[src/rtl/tl_pkg.sv]
// TileLink-UL channel payloads and opcode constants shared by the
// memory adapter and anything that talks to it.
package tl_pkg;

  localparam int TL_ADDR_W   = 64;
  localparam int TL_DATA_W   = 64;
  localparam int TL_MASK_W   = TL_DATA_W / 8;
  localparam int TL_SIZE_W   = 4;
  localparam int TL_SOURCE_W = 8;
  localparam int TL_SINK_W   = 8;

  // A-channel opcodes
  localparam logic [2:0] PUT_FULL_DATA    = 3'd0;
  localparam logic [2:0] PUT_PARTIAL_DATA = 3'd1;
  localparam logic [2:0] GET              = 3'd4;

  // D-channel opcodes
  localparam logic [2:0] ACCESS_ACK       = 3'd0;
  localparam logic [2:0] ACCESS_ACK_DATA  = 3'd1;

  typedef struct packed {
    logic [2:0]             opcode;
    logic [TL_SIZE_W-1:0]   size;
    logic [TL_SOURCE_W-1:0] source;
    logic [TL_ADDR_W-1:0]   address;
    logic [TL_MASK_W-1:0]   mask;
    logic [TL_DATA_W-1:0]   data;
  } A_chan_bits_t;

  typedef struct packed {
    logic [2:0]             opcode;
    logic [1:0]             param;
    logic [TL_SIZE_W-1:0]   size;
    logic [TL_SOURCE_W-1:0] source;
    logic [TL_SINK_W-1:0]   sink;
    logic                   denied;
    logic                   corrupt;
    logic [TL_DATA_W-1:0]   data;
  } D_chan_bits_t;

endpackage

[src/rtl/tl_mem_adapter.sv]
// TileLink-UL slave that turns Get / PutFullData / PutPartialData bursts
// into beat-by-beat accesses on a single-port SRAM with 1-cycle read latency.
// One transaction in flight; illegal requests are answered with denied=1
// without touching memory. ADDR_WTH/DATA_WTH must match the tl_pkg widths.
module tl_mem_adapter
  import tl_pkg::*;
#(
  parameter int ADDR_WTH = 64,
  parameter int DATA_WTH = 64,
  parameter int MAX_SIZE = 6
) (
  input  logic                  clk_i,
  input  logic                  rst_i,
  input  logic                  A_valid_i,
  output logic                  A_ready_o,
  input  tl_pkg::A_chan_bits_t  A_bits_i,
  output logic                  D_valid_o,
  input  logic                  D_ready_i,
  output tl_pkg::D_chan_bits_t  D_bits_o,
  output logic                  mem_req_o,
  output logic                  mem_we_o,
  output logic [ADDR_WTH-1:0]   mem_addr_o,
  output logic [DATA_WTH-1:0]   mem_wdata_o,
  output logic [DATA_WTH/8-1:0] mem_be_o,
  input  logic [DATA_WTH-1:0]   mem_rdata_i
);

  localparam int BYTES   = DATA_WTH / 8;
  localparam int BEAT_LG = $clog2(BYTES);
  // wide enough for the beat count of the largest encodable size
  localparam int CNT_W   = 17;

  typedef enum logic [2:0] {
    IDLE, RD_REQ, RD_WAIT, RD_RSP, WR_BEAT, WR_RSP, ERR_DRAIN, ERR_RSP
  } state_e;

  // beats in a burst: one per memory word, at least one
  function automatic logic [CNT_W-1:0] beat_total(input logic [TL_SIZE_W-1:0] size);
    if (int'(size) <= BEAT_LG) return CNT_W'(1);
    return CNT_W'(1) << (int'(size) - BEAT_LG);
  endfunction

  // low address bits inside a 2^size block
  function automatic logic [ADDR_WTH-1:0] blk_mask(input logic [TL_SIZE_W-1:0] size);
    return ~({ADDR_WTH{1'b1}} << size);
  endfunction

  // next beat address, wrapping inside the 2^size block
  function automatic logic [ADDR_WTH-1:0] next_addr(input logic [ADDR_WTH-1:0] addr,
                                                    input logic [TL_SIZE_W-1:0] size);
    logic [ADDR_WTH-1:0] m;
    m = blk_mask(size);
    return (addr & ~m) | ((addr + ADDR_WTH'(BYTES)) & m);
  endfunction

  state_e                 state_q,  state_d;
  logic [2:0]             opcode_q, opcode_d;
  logic [TL_SIZE_W-1:0]   size_q,   size_d;
  logic [TL_SOURCE_W-1:0] source_q, source_d;
  logic [ADDR_WTH-1:0]    addr_q,   addr_d;
  logic [CNT_W-1:0]       beats_q,  beats_d;
  logic [DATA_WTH-1:0]    rdata_q,  rdata_d;

  logic                   mem_req_c, mem_we_c;
  logic [ADDR_WTH-1:0]    mem_addr_c;
  logic [DATA_WTH-1:0]    mem_wdata_c;
  logic [BYTES-1:0]       mem_be_c;
  logic                   d_valid_c;
  D_chan_bits_t           d_bits_c;

  logic [ADDR_WTH-1:0]    a_addr, a_beat_addr;
  logic [CNT_W-1:0]       a_total;
  logic                   a_is_get, a_is_put, a_legal, a_hs;

  assign a_addr      = A_bits_i.address[ADDR_WTH-1:0];
  assign a_beat_addr = a_addr & ~ADDR_WTH'(BYTES - 1);
  assign a_total     = beat_total(A_bits_i.size);
  assign a_is_get    = (A_bits_i.opcode == GET);
  assign a_is_put    = (A_bits_i.opcode == PUT_FULL_DATA) ||
                       (A_bits_i.opcode == PUT_PARTIAL_DATA);
  assign a_legal     = (a_is_get || a_is_put) &&
                       (int'(A_bits_i.size) <= MAX_SIZE) &&
                       ((a_addr & blk_mask(A_bits_i.size)) == '0);

  // A beats are only taken when idle or while collecting/draining write data
  assign A_ready_o = rst_i && ((state_q == IDLE) || (state_q == WR_BEAT) ||
                               (state_q == ERR_DRAIN));
  assign a_hs      = A_valid_i && A_ready_o;

  // next-state, request capture and SRAM strobe decode
  always_comb begin
    state_d     = state_q;
    opcode_d    = opcode_q;
    size_d      = size_q;
    source_d    = source_q;
    addr_d      = addr_q;
    beats_d     = beats_q;
    rdata_d     = rdata_q;
    mem_req_c   = 1'b0;
    mem_we_c    = 1'b0;
    mem_addr_c  = '0;
    mem_wdata_c = '0;
    mem_be_c    = '0;
    case (state_q)
      IDLE: begin
        if (a_hs) begin
          opcode_d = A_bits_i.opcode;
          size_d   = A_bits_i.size;
          source_d = A_bits_i.source;
          if (a_legal && a_is_get) begin
            addr_d  = a_beat_addr;
            beats_d = a_total;
            state_d = RD_REQ;
          end else if (a_legal) begin
            // first write beat goes straight to memory in the accepting cycle
            mem_req_c   = 1'b1;
            mem_we_c    = 1'b1;
            mem_addr_c  = a_beat_addr;
            mem_wdata_c = A_bits_i.data[DATA_WTH-1:0];
            mem_be_c    = A_bits_i.mask[BYTES-1:0];
            addr_d      = next_addr(a_beat_addr, A_bits_i.size);
            beats_d     = a_total - CNT_W'(1);
            state_d     = (a_total == CNT_W'(1)) ? WR_RSP : WR_BEAT;
          end else if (a_is_put) begin
            beats_d = a_total - CNT_W'(1);
            state_d = (a_total == CNT_W'(1)) ? ERR_RSP : ERR_DRAIN;
          end else begin
            beats_d = '0;
            state_d = ERR_RSP;
          end
        end
      end
      RD_REQ: begin
        mem_req_c  = 1'b1;
        mem_addr_c = addr_q;
        state_d    = RD_WAIT;
      end
      RD_WAIT: begin
        rdata_d = mem_rdata_i;
        state_d = RD_RSP;
      end
      RD_RSP: begin
        if (D_ready_i) begin
          if (beats_q == CNT_W'(1)) begin
            beats_d = '0;
            state_d = IDLE;
          end else begin
            beats_d = beats_q - CNT_W'(1);
            addr_d  = next_addr(addr_q, size_q);
            state_d = RD_REQ;
          end
        end
      end
      WR_BEAT: begin
        if (a_hs) begin
          mem_req_c   = 1'b1;
          mem_we_c    = 1'b1;
          mem_addr_c  = addr_q;
          mem_wdata_c = A_bits_i.data[DATA_WTH-1:0];
          mem_be_c    = A_bits_i.mask[BYTES-1:0];
          addr_d      = next_addr(addr_q, size_q);
          beats_d     = beats_q - CNT_W'(1);
          if (beats_q == CNT_W'(1)) state_d = WR_RSP;
        end
      end
      ERR_DRAIN: begin
        if (a_hs) begin
          beats_d = beats_q - CNT_W'(1);
          if (beats_q == CNT_W'(1)) state_d = ERR_RSP;
        end
      end
      WR_RSP, ERR_RSP: begin
        if (D_ready_i) state_d = IDLE;
      end
      default: state_d = IDLE;
    endcase
  end

  // D-channel payload, derived only from registered state so it holds under backpressure
  always_comb begin
    d_valid_c = 1'b0;
    d_bits_c  = '0;
    case (state_q)
      RD_RSP: begin
        d_valid_c       = 1'b1;
        d_bits_c.opcode = ACCESS_ACK_DATA;
        d_bits_c.data   = rdata_q;
      end
      WR_RSP: begin
        d_valid_c       = 1'b1;
        d_bits_c.opcode = ACCESS_ACK;
      end
      ERR_RSP: begin
        d_valid_c        = 1'b1;
        d_bits_c.opcode  = (opcode_q == GET) ? ACCESS_ACK_DATA : ACCESS_ACK;
        d_bits_c.denied  = 1'b1;
        d_bits_c.corrupt = (opcode_q == GET);
      end
      default: d_valid_c = 1'b0;
    endcase
    if (d_valid_c) begin
      d_bits_c.size   = size_q;
      d_bits_c.source = source_q;
    end
  end

  // all outputs are held quiet while reset is asserted
  assign D_valid_o   = rst_i && d_valid_c;
  assign D_bits_o    = rst_i ? d_bits_c : '0;
  assign mem_req_o   = rst_i && mem_req_c;
  assign mem_we_o    = rst_i && mem_we_c;
  assign mem_addr_o  = rst_i ? mem_addr_c  : '0;
  assign mem_wdata_o = rst_i ? mem_wdata_c : '0;
  assign mem_be_o    = rst_i ? mem_be_c    : '0;

  // state and request registers; reset abandons any in-flight transaction
  always_ff @(posedge clk_i) begin
    if (!rst_i) begin
      state_q  <= IDLE;
      opcode_q <= '0;
      size_q   <= '0;
      source_q <= '0;
      addr_q   <= '0;
      beats_q  <= '0;
      rdata_q  <= '0;
    end else begin
      state_q  <= state_d;
      opcode_q <= opcode_d;
      size_q   <= size_d;
      source_q <= source_d;
      addr_q   <= addr_d;
      beats_q  <= beats_d;
      rdata_q  <= rdata_d;
    end
  end

endmodule
[config.mk]
export PLATFORM = sky130hd
export DESIGN_NAME = tl_mem_adapter
export DESIGN_NICKNAME = d
export VERILOG_FILES = /design/src/rtl/tl_pkg.sv /design/src/rtl/tl_mem_adapter.sv
export SDC_FILE = /design/constraint.sdc
export NUM_CORES = 1
export LEC_CHECK = 0
export ABC_CLOCK_PERIOD_IN_PS = 3080
export CAP_MARGIN = 25
export CORE_AREA = 2 2 174 176
export DETAILED_ROUTE_END_ITERATION = 16
export DIE_AREA = 0 0 176 178
export PLACE_DENSITY = 0.8
export SKIP_CTS_REPAIR_TIMING = 1
export SYNTH_ARGS = -nofsm -noshare
export SYNTH_HDL_FRONTEND = slang
export SYNTH_SLANG_ARGS = --single-unit
[constraint.sdc]
create_clock -name clk_i -period 3.08 [get_ports clk_i]
set_clock_uncertainty 0.1 [all_clocks]
set_input_delay 0.616 -clock clk_i [delete_from_list [all_inputs] [get_ports clk_i]]
set_output_delay 0.616 -clock clk_i [all_outputs]
set_load 0.01 [all_outputs]
* Yosys cells after proc, flatten, opt, wreduce, memory -nomap -nowiden
Cells that the tools add are included.
** Operators by class
- $lt $le $gt $ge :: 2
- Bitwise gates (word level) :: 11
- Mux-type cells :: 63
- Eq/ne operators :: 22
- Add/subtract/negate cells :: 5
- Shift operators :: 3
- Reductions and logical operators :: 24
** Operators by type and width (count)
- 64-bit 2-to-1 mux :: 17
- 64-bit one-hot mux with 3 select lines :: 2
- 64-bit AND :: 5
- 64-bit NOT :: 4
- 17-bit 2-to-1 mux :: 9
- 64-bit by 4-bit adder with 64-bit output, second input constant :: 2
- 64-bit OR :: 2
- 64-bit one-hot mux with 2 select lines :: 1
- 64-bit by 4-bit left shift with 64-bit output, first input constant :: 2
- 91-bit 2-to-1 mux :: 1
- 64-bit zero test :: 1
- 17-bit one-hot mux with 3 select lines :: 1
- 8-bit 2-to-1 mux :: 5
- 17-bit by 1-bit equality test with 1-bit output, second input constant :: 2
- 17-bit by 1-bit subtractor with 17-bit output, second input constant :: 2
- 1-bit by 32-bit left shift with 17-bit output, first input constant :: 1
- 3-bit 2-to-1 mux :: 8
- 3-bit one-hot mux with 7 select lines :: 1
- 3-bit equality test, second input constant :: 6
- 8-bit one-hot mux with 2 select lines :: 1
- 12-bit 2-to-1 mux :: 1
- 2-bit != test, second input constant :: 6
- 1-bit 2-to-1 mux :: 11
- 1-bit logical AND :: 8
- 19 further kinds :: 31
** Word-level totals
- Input port bits :: 219
- Bits in registers :: 163

* Depth between registers and ports, before layout
Gate-level depths: netlist of run 1.
- Depth in word-level cells :: 10
- Gate-level depth with buffers :: 13
- Depth with buffers taken out :: 10

* Worst setup path after synthesis of run 1
No wires, ideal clock.
- Kind :: input to output
- Start point :: input A_bits_i[146] in the netlist's numbering
- End point :: output mem_be_o[0]
- Path buffers :: 3
- Setup slack :: -263 ps
- Arrival :: 2627 ps
- Stages :: 11
- Cell sequence :: buf_6 buf_2 nor2_1 inv_1 ha_1 a211oi_1 o211a_1 nand4_1 o21ai_1 clkbuf_1 and2_1
** Between the ends
- Cells in the longest elaborated chain, start to end :: 10
** Ends and longest elaborated chain
- from (decl) :: line tl_mem_adapter.sv:16 : input tl_pkg::A_chan_bits_t A_bits_i,
- 64-bit by 4-bit left shift with 64-bit output :: line tl_mem_adapter.sv:45 : return ~({ADDR_WTH{1'b1}} << size);
- 64-bit NOT :: line tl_mem_adapter.sv:45
- 64-bit AND :: line tl_mem_adapter.sv:83 : ((a_addr & blk_mask(A_bits_i.size)) == '0);
- 64-bit zero test :: line tl_mem_adapter.sv:83
- 1-bit logical AND (*) :: line tl_mem_adapter.sv:82 : (int'(A_bits_i.size) <= MAX_SIZE) &&
- 8-bit 2-to-1 mux or 1-bit logical AND (tied branches) :: line tl_mem_adapter.sv:114, tl_mem_adapter.sv:110
- 8-bit 2-to-1 mux (*) :: line tl_mem_adapter.sv:110 : if (a_legal && a_is_get) begin
- 8-bit 2-to-1 mux (*) :: line tl_mem_adapter.sv:106 : if (a_hs) begin
- 8-bit one-hot mux with 2 select lines (*) :: line tl_mem_adapter.sv:104 : case (state_q)
- 8-bit 2-to-1 mux (*) :: line tl_mem_adapter.sv:214 : assign mem_be_o = rst_i ? mem_be_c : '0;
- to (decl) :: line tl_mem_adapter.sv:24 : output logic [DATA_WTH/8-1:0] mem_be_o,
Mark *: on every way between the ends. The rest lies on a longest branch, timed or not.

* Final worst setup path of run 1
- Start point :: input A_bits_i[145] in the netlist's numbering
- End point :: output mem_addr_o[41]
** Between the ends
- Cells in the longest elaborated chain, start to end :: 10
** Ends and longest elaborated chain
- 64-bit by 4-bit left shift with 64-bit output :: line tl_mem_adapter.sv:45
- 64-bit NOT :: line tl_mem_adapter.sv:45
- 64-bit AND :: line tl_mem_adapter.sv:83
- 64-bit zero test :: line tl_mem_adapter.sv:83
- 1-bit logical AND (*) :: line tl_mem_adapter.sv:82
- 64-bit 2-to-1 mux or 1-bit logical AND (tied branches) :: line tl_mem_adapter.sv:114, tl_mem_adapter.sv:110
- 64-bit 2-to-1 mux (*) :: line tl_mem_adapter.sv:110
- 64-bit 2-to-1 mux (*) :: line tl_mem_adapter.sv:106
- 64-bit one-hot mux with 3 select lines (*) :: line tl_mem_adapter.sv:104
- 64-bit 2-to-1 mux (*) :: line tl_mem_adapter.sv:212 : assign mem_addr_o = rst_i ? mem_addr_c : '0;
- to (decl) :: line tl_mem_adapter.sv:22 : output logic [ADDR_WTH-1:0] mem_addr_o,
Marks and branches as above.

==> impl_metrics.tcl, run 1 <==
set metrics [dict create \
    io_pins 450 \
    start_util 0.336 \
    arrival_ns 3.09 \
    cpPeakStageDelay_ns 0.30 \
    p_leak_nw 7.07 \
    crit_chain "buf_4 > buf_6 > and2_4 > a221oi_4 > o221a_4 > nand4_1 > nor2_4 > buf_12 > buf_6 > buf_12 > buf_16 > buf_8 > buf_6 > buf_6 > a22oi_1 > nor2_1 > buf_2" \
    ant_nets 0 \
    grt_overflow_total 0 \
    hold_depth 2 \
    clock_path_buffers 2 \
    hold_viol_final 0 \
    place_hpwl_um 28800 \
    numCtsBuffers 17 \
    synthArstFlopShare 0 \
    r2r_start "beats_q[9]" \
    cts-root-buf "clkbuf_16" \
    htreeDepth 4 \
    die-height_um 178 \
    fin_nets 2181 \
    cp-startpoint "A_bits_i[145]" \
    synth_cell_type_count 74 \
    period_needed_ns 3.81 \
    ys.flop_type "dfxtp_1" \
    drive_gt1_frac 0.236 \
    timing.final.crit_share 1.24 \
    fp.dieArea_um2 31300 \
    crit_path_end_kind "output port" \
    synth_edf_count 0 \
    slew_violations 0 \
    crit_required_ns 2.36 \
    antenna_found_initial 6 \
    cts_sinks 163 \
    powerDensity_nw_per_um2 381 \
    vias 12200 \
    avgSynthCellArea_um2 7.05 \
    finalWirelength_um 43000 \
    final_cell_count_no_fill 2354 \
    setup_ws_ns -0.729 \
    die_width_um 176 \
    rrSetupSlack_ns 0.44 \
    syn-cell-area_um2 9870 \
    setup_viol 135 \
    grt.total_usage 0.236 \
    placedCellCount 2237 \
    outcome "complete, but fails checks" \
    cts_tree "yes" \
    via_per_inst 5.20 \
    clk_latency_ns 0.42 \
    wl_per_cell_um 18.3 \
    ys_ff_latch 163 \
    hold_start "addr_q[48]" \
    worstMarginPinSlew_ns 0.904 \
    grt_max_degree 74 \
    timing.critical_path.mode_cell "buf_6" \
    drt-initial-drc-count 972 \
    grt_pass1_wl_um 59200 \
    min_path_type "reg -> reg" \
    core-area_um2 29400 \
    holdPathEnd "addr_q[48]" \
    max_freq_ghz 0.263 \
    rsz0062_at_grt "true" \
    maxCapViolations 0 \
    criticalPathCategory "in -> out" \
    grt_pass1_vias 10900 \
    critPathLaunchType "input port" \
    worstReg2RegEnd "addr_q[3]" \
    seq_area_frac_synth 0.331 \
    crit_slowest_cell "a221oi_4" \
    drc 0 \
    num_rows 63 \
    critPathMaxFanout 7 \
    cp.buffers_inverters 10 \
    area_growth_pct 70.5 \
    path_delay_family "buffers and inverters" \
    slew_headroom 0.397 \
    gp_congestion 0.923 \
    syn_inst 1400 \
    dr.pass1.iters 5 \
    peakVddDrop_uv 367 \
    yosysWarnings 0 \
    tns_ns -61.12 \
    nFillCells 2601 \
    totalPowerFinal_mw 6.40 \
    port_buffers 437 \
    reg2reg_depth 8 \
    violations "setup timing" \
    clkTransAtPathRegs_ns 0.07 \
    place_ws_ns -1.23 \
]
==> synth_stat cells, types with 6 or more instances <==
cell      count  area [um2]
nor3b_1       6        45.0
nor2b_1       7        43.8
xnor2_1      10        87.6
nor2_1      119         447
and2_1      152         951
dfxtp_1     163        3260
nor4_1       11        68.8
o21a_1        7        52.6
nand4_1       7        43.8
and3_1       18         113
ha_1         13         163
nand2b_1      7        43.8
a21o_1        6        45.0
o32ai_1       7        61.3
inv_1        16        60.1
clkbuf_1     85         319
buf_2        20         100
nand2_1     307        1150
o21ai_0      35         175
a22oi_1      67         503
xor2_1        6        52.6
nand3_1      22         110
o22ai_1       7        43.8
buf_4        12        90.1
a21oi_1     167         836
o221a_2       6        67.6
nor3_1       21         105
a211oi_1      6        45.0
==> flip-flops by register name, summed over array words and instances, names as in the netlist, named ones only <==
name / count
rdata_q: 64
addr_q: 53
beats_q: 17
source_q: 8
size_q: 4
opcode_q: 3
state_q: 3
==> routing by layer <==
metal / up-vias / track usage / wire length [um]
li1: 5882 / - / -
met1: 5760 / 0.303 / 17800
met2: 523 / 0.388 / 20400
met3: 75 / 0.0635 / 3640
met4: 6 / 0.0696 / 1150
met5: - / 0 / 38
==> tightest hold or removal path, cell delays in order, from the launching register on <==
cell	delay, ns
dfxtp_1	0.31
nand2_1	0.05
a21oi_1	0.05
==> placed cells by master (no fill, tap or decap), types with 10 or more instances in the layout <==
cell type,count
a21oi_1,165
a22oi_1,51
a22oi_2,16
and2_1,130
and2_4,23
and3_1,17
buf_12,19
buf_2,86
buf_4,135
buf_6,55
clkbuf_16,27
clkbuf_2,29
clkdlybuf4s50_1,274
conb_1,12
dfxtp_1,162
dlymetal6s2s_1,26
inv_1,11
nand2_1,307
nand3_1,22
nor2_1,115
nor3_1,21
nor4_1,11
o21ai_0,34
xnor2_1,10
==> worst max path at each step <==
| stage | to | slack [ns] | cells after the start |
|---|---|---|---|
| floorplan | mem_be_o[0] | -0.009 | 11 |
| global placement | mem_wdata_o[59] | -1.15 | 13 |
| detailed placement | mem_be_o[5] | -1.23 | 13 |
| CTS | mem_be_o[5] | -1.23 | 13 |
| global route | mem_addr_o[52] | -0.83 | 17 |
| finish | mem_addr_o[41] | -0.73 | 17 |
==> cells by family (layout without fill, tap and decap cells) <==
kind of cell,after synthesis,after routing,share of synthesized area
AOI/OAI and AO/OA,366,366,0.238
xor gates and xnor gates,16,16,0.0142
adders and majority gates,13,13,0.0165
buffers and inverters,140,691,0.0619
DFF,163,163,0.331
muxes,5,5,0.00520
other,1,14,0.000380
and+or+nand+nor,696,696,0.333
==> per-stage QoR <==
step	instance area, um2	hold slack, ns	utilization
floorplan	10000	0.332	-
global placement	15400	0.337	0.523
detailed placement	15400	0.343	0.523
CTS	16000	0.352	0.543
global route	16800	0.372	0.572
finish	16800	0.350	0.572
==> power by group <==
| group | internal, mW | total, mW | switching (mW) |
|---|---|---|---|
| Sequential | 2.24 | 2.33 | 0.0902 |
| Combinational | 0.866 | 1.91 | 1.04 |
| Clock | 1.16 | 2.15 | 0.999 |
==> layout make-up <==
cell class              instances  area [um2]  share of cell area
clock inverters                15         161             0.00960
repair buffers                643        6050               0.360
multi-input cells            1108        6350               0.378
flip-flops and latches        163        3260               0.194
clock buffers                  17         425              0.0253
inverters                      16        70.1             0.00417
diodes                          2        5.00            0.000298
well taps                     390         488              0.0290
Note: power is estimated with default switching activity, not from simulation.
==> inputs of run 2 (changes only) <==
--- a/config.mk
+++ b/config.mk
@@ -5,12 +5,12 @@
 export SDC_FILE = /design/constraint.sdc
 export NUM_CORES = 1
 export LEC_CHECK = 0
-export ABC_CLOCK_PERIOD_IN_PS = 3080
+export ABC_CLOCK_PERIOD_IN_PS = 4300
 export CAP_MARGIN = 25
 export CORE_AREA = 2 2 174 176
 export DETAILED_ROUTE_END_ITERATION = 16
 export DIE_AREA = 0 0 176 178
-export PLACE_DENSITY = 0.8
+export PLACE_DENSITY = 0.77
 export SKIP_CTS_REPAIR_TIMING = 1
 export SYNTH_ARGS = -nofsm -noshare
 export SYNTH_HDL_FRONTEND = slang
==> constraint.sdc (replaced) <==
create_clock -name clk_i -period 4.3 [get_ports clk_i]
set_clock_uncertainty 0.1 [all_clocks]
set_input_delay 0.86 -clock clk_i [delete_from_list [all_inputs] [get_ports clk_i]]
set_output_delay 0.86 -clock clk_i [all_outputs]
set_load 0.01 [all_outputs]
==> run 2 against run 1 <==
Utilization decreased by 2.4 points. Clock power decreased by 32%. Register-to-register slack improved by 0.89 ns. First-iteration DRC count decreased by 0.82%. Count of clock-buffer cells in the layout unchanged. The run now ends clean.
==> impl_metrics.tcl, run 2 (synthesis results as in run 1) <==
set metrics [dict create \
    switching_share 0.334 \
    hold_start "rdata_q[17]" \
    crit_required_ns 3.34 \
    wl_per_cell_um 17.6 \
    dr.pass1.iters 5 \
    largest_reg_flops 64 \
    start_util 0.336 \
    hold_depth 2 \
    gp_congestion 0.940 \
    placedCellCount 2185 \
    grt_overflow_total 0 \
    slew_violations 0 \
    worstMarginPinSlew_ns 0.994 \
    port_buffers 437 \
    drt-initial-drc-count 964 \
    intPower_mw 2.89 \
    fin_nets 2065 \
    cts_tree "yes" \
    criticalPathCategory "in -> out" \
    combPwrFrac 0.275 \
    final_cell_count_no_fill 2236 \
    setup_ws_ns 0.0567 \
    cts-root-buf "clkbuf_16" \
    p_seq_frac 0.385 \
    nFillCells 2704 \
    n_antenna_cell 0 \
    maxCapViolations 0 \
    grt.total_usage 0.225 \
    outcome "completed" \
    drc 0 \
    antenna_found_initial 1 \
    clockPowerShare 0.339 \
    max_freq_ghz 0.236 \
    finalWirelength_um 39300 \
    arrival_ns 3.28 \
    clk_latency_ns 0.42 \
    htreeDepth 4 \
    clkTransAtPathRegs_ns 0.07 \
    grt_pass1_vias 10700 \
    p_leak_nw 8.21 \
    hold_slack_ns 0.349 \
    totalPowerFinal_mw 4.35 \
    numCtsBuffers 17 \
    p_switching_mw 1.45 \
    r2r_start "beats_q[9]" \
    cts_sinks 163 \
    critPathMaxFanout 15 \
    slew_headroom 0.334 \
    hold_viol_final 0 \
    powerDensity_nw_per_um2 270 \
    critPathLaunchType "input port" \
    drive_gt1_frac 0.0878 \
    reg.largest.list "rdata_q (64), addr_q (53), beats_q (17)" \
    num_rows 63 \
    final_cell_mix "nand2_1 (307), clkdlybuf4s50_1 (298), a21oi_1 (165), dfxtp_1 (163), and2_1 (152)" \
    setup_viol 0 \
    cp-startpoint "A_bits_i[77]" \
    die-height_um 178 \
    io_pins 450 \
    ant_nets 0 \
    crit_path_end_kind "output port" \
    peakVddDrop_uv 270 \
    layout_commonest_cell "nand2_1" \
    timing.final.crit_share 0.987 \
    fp.dieArea_um2 31300 \
    grt_pass1_wl_um 57200 \
    grt_max_degree 80 \
    clock_path_buffers 2 \
    top_register "rdata_q" \
    reg2reg_depth 7 \
    period_needed_ns 4.24 \
    place_ws_ns -0.495 \
    core-area_um2 29400 \
    die_width_um 176 \
    place_hpwl_um 26900 \
    area_growth_pct 63.2 \
    postLayoutCoreUtil 0.548 \
    via_per_inst 5.18 \
    min_path_type "reg -> reg" \
    vias 11600 \
]
run 2: cell count changes in the layout (fill, tap and decap cells not counted), moves of 11 or more:
cell             delta
a22oi_1            +16
a22oi_2            -16
and2_1             +22
and2_4             -22
buf_12             -11
buf_2              -85
buf_4              -63
buf_6              -52
clkbuf_2           -29
clkdlybuf4s50_1    +24
dlymetal6s2s_1    +112
run 2: worst max-delay path, cell delays in order:
cell and delay, ns:
clkdlybuf4s50_1 0.53, a221oi_4 0.33, o221a_2 0.26, nand4_1 0.26, nor2_4 0.21, buf_6 0.16
clkbuf_16 0.19, a22oi_1 0.09, nor2_1 0.15, dlymetal6s2s_1 0.22
run 2: layer usage:
layer	global-route usage	up-vias	wire [um]
met2	0.362	486	18400
met5	0	-	13
met1	0.305	5383	16800
met3	0.0497	65	3110
li1	-	5650	-
met4	0.0627	2	920
run 2: cell type report:
cell class	count	area, um2	share of cell area
clock inverters	15	134	0.00832
repair buffers	527	5610	0.349
inverters	16	62.6	0.00389
flip-flops and latches	163	3260	0.203
clock buffers	17	425	0.0264
well taps	390	488	0.0303
multi-input cells	1108	6110	0.380
run 2: worst paths after layout:
kind                                  endpoint  slack (ns)
worst max-delay path            mem_addr_o[44]        0.06
worst min-delay path               rdata_q[17]        0.35
worst max register to register      beats_q[5]        1.33
worst min register to register     rdata_q[17]        0.35
run 2: power by group through the flow:
stage	clock network [mW]	logic (mW)	registers (mW)
6_report	1.47	1.20	1.67
2_1_floorplan	0	0.669	1.68
4_1_cts	1.51	1.16	1.67
3_5_place_dp	0	1.16	1.71
5_1_grt	1.57	1.31	1.69
3_3_place_gp	0	1.14	1.70
run 2: through the flow:
step	setup TNS [ns]	instance area [um2]
global placement	-46.74	14900
floorplan	0	9910
global route	-0.198	16100
detailed placement	-55.25	14900
CTS	-57.21	15400
finish	0	16100
==> inputs of run 3 (changes only) <==
--- a/config.mk
+++ b/config.mk
@@ -6,10 +6,10 @@
 export NUM_CORES = 1
 export LEC_CHECK = 0
 export ABC_CLOCK_PERIOD_IN_PS = 4300
-export CAP_MARGIN = 25
 export CORE_AREA = 2 2 174 176
 export DETAILED_ROUTE_END_ITERATION = 16
 export DIE_AREA = 0 0 176 178
+export MAX_ROUTING_LAYER = met4
 export PLACE_DENSITY = 0.77
 export SKIP_CTS_REPAIR_TIMING = 1
 export SYNTH_ARGS = -nofsm -noshare
==> run 3 against run 2 <==
Wire length decreased by 1.1%. Register-to-register slack got worse by 0.17 ns. Critical path depth increased by 3. Die area is the same. Worst setup slack got worse by 0.029 ns. Non-clock buffer count shrank 9. Largest power group unchanged. Highest routed layer is now met4.
==> impl_metrics.tcl, run 3 (synthesis results as in run 1) <==
set metrics [dict create \
    final_cell_mix "nand2_1 (307), clkdlybuf4s50_1 (299), a21oi_1 (166), dfxtp_1 (163), and2_1 (152)" \
    max_freq_ghz 0.234 \
    drive_gt1_frac 0.0817 \
    grt_pass1_vias 10900 \
    ant_nets 0 \
    top_register "rdata_q" \
    layout_commonest_cell "nand2_1" \
    intPower_mw 3.05 \
    die-height_um 178 \
    n_antenna_cell 0 \
    worstMarginPinSlew_ns 1.19 \
    fp.dieArea_um2 31300 \
    maxCapViolations 0 \
    htreeDepth 4 \
    timing.final.crit_share 0.994 \
    dr.pass1.iters 7 \
    port_buffers 437 \
    setup_viol 0 \
    cts-root-buf "clkbuf_16" \
    p_leak_nw 8.17 \
    clockPowerShare 0.357 \
    start_util 0.336 \
    hold_viol_final 0 \
    num_rows 63 \
    postLayoutCoreUtil 0.547 \
    slew_violations 0 \
    antenna_found_initial 0 \
    final_cell_area_um2 16100 \
    cts_tree "yes" \
    period_needed_ns 4.27 \
    criticalPathCategory "in -> out" \
    drc 0 \
    io_pins 450 \
    critPathMaxFanout 18 \
    p_seq_frac 0.379 \
    critPathLaunchType "input port" \
    crit_required_ns 3.34 \
    arrival_ns 3.31 \
    cts_sinks 163 \
    powerDensity_nw_per_um2 277 \
    core-area_um2 29400 \
    vias 11700 \
    grt_pass1_wl_um 58100 \
    grt.total_usage 0.234 \
    totalPowerFinal_mw 4.45 \
    clk_latency_ns 0.41 \
    fin_nets 2056 \
    clock_path_buffers 2 \
    outcome "completed" \
    via_per_inst 5.24 \
    die_width_um 176 \
    grt_max_degree 84 \
    reg.largest.list "rdata_q (64), addr_q (53), beats_q (17)" \
    clkTransAtPathRegs_ns 0.06 \
    min_path_type "reg -> reg" \
    crit_path_end_kind "output port" \
    combPwrFrac 0.264 \
    numCtsBuffers 17 \
    slew_headroom 0.204 \
    finalWirelength_um 38800 \
    drt-initial-drc-count 1035 \
    postPlaceCellArea_um2 14800 \
    switching_share 0.314 \
    grt_overflow_total 0 \
    largest_reg_flops 64 \
    hold_slack_ns 0.349 \
    place_hpwl_um 27000 \
    peakVddDrop_uv 213 \
    area_growth_pct 63.0 \
    gp_congestion 0.949 \
    p_switching_mw 1.39 \
    wl_per_cell_um 17.4 \
]
[run 3: worst max-delay path: stages]
cell and delay (ns):
dlymetal6s2s_1 0.15, buf_4 0.14, inv_1 0.11, ha_4 0.17, nor2b_1 0.05, o21ai_0 0.28
a21o_1 0.23, nand4_1 0.12, buf_4 0.19, o21ai_4 0.16, buf_12 0.14, buf_12 0.14
clkdlybuf4s50_1 0.54
[run 3: power by group through the flow]
stage	combinational, mW	clock [mW]	sequential, mW
floorplan	0.669	0	1.68
global placement	1.12	0	1.71
detailed placement	1.14	0	1.72
CTS	1.15	1.62	1.68
global route	1.29	1.69	1.70
finish	1.18	1.59	1.68
[run 3: routing by layer]
layer / vias up / global-route usage / part of all wire
met5: - / - / 0
met4: 0 / 0.0692 / 0.026
met3: 61 / 0.0403 / 0.071
met2: 503 / 0.364 / 0.46
met1: 5474 / 0.312 / 0.44
li1: 5617 / - / -
[run 3: worst paths after layout]
path                               startpoint  slack [ns]           to  cells past startpoint
worst max-delay path            A_bits_i[144]        0.03     mem_we_o                     13
worst min-delay path              rdata_q[21]        0.35  rdata_q[21]                      2
worst max register to register     beats_q[9]        1.16         flop                      7
worst min register to register    rdata_q[21]        0.35  rdata_q[21]                      2
[run 3: final cells by class]
type	count	area [um2]
fill	2730	13300
sequential	163	3260
tap	390	488
clock inverter	13	174
multi-input combinational	1108	6110
timing repair buffer	518	5540
clock buffer	18	439
inverter	16	62.6
[run 3: per-stage QoR]
| stage | TNS [ns] | setup WS, ns | std cells |
|---|---|---|---|
| floorplan | 0 | 0.469 | 1411 |
| global placement | -67.37 | -0.546 | 2181 |
| finish | 0 | 0.0276 | 2226 |
| CTS | -70.76 | -0.582 | 2212 |
| global route | -0.0365 | -0.0128 | 2226 |
| detailed placement | -69.95 | -0.577 | 2181 |
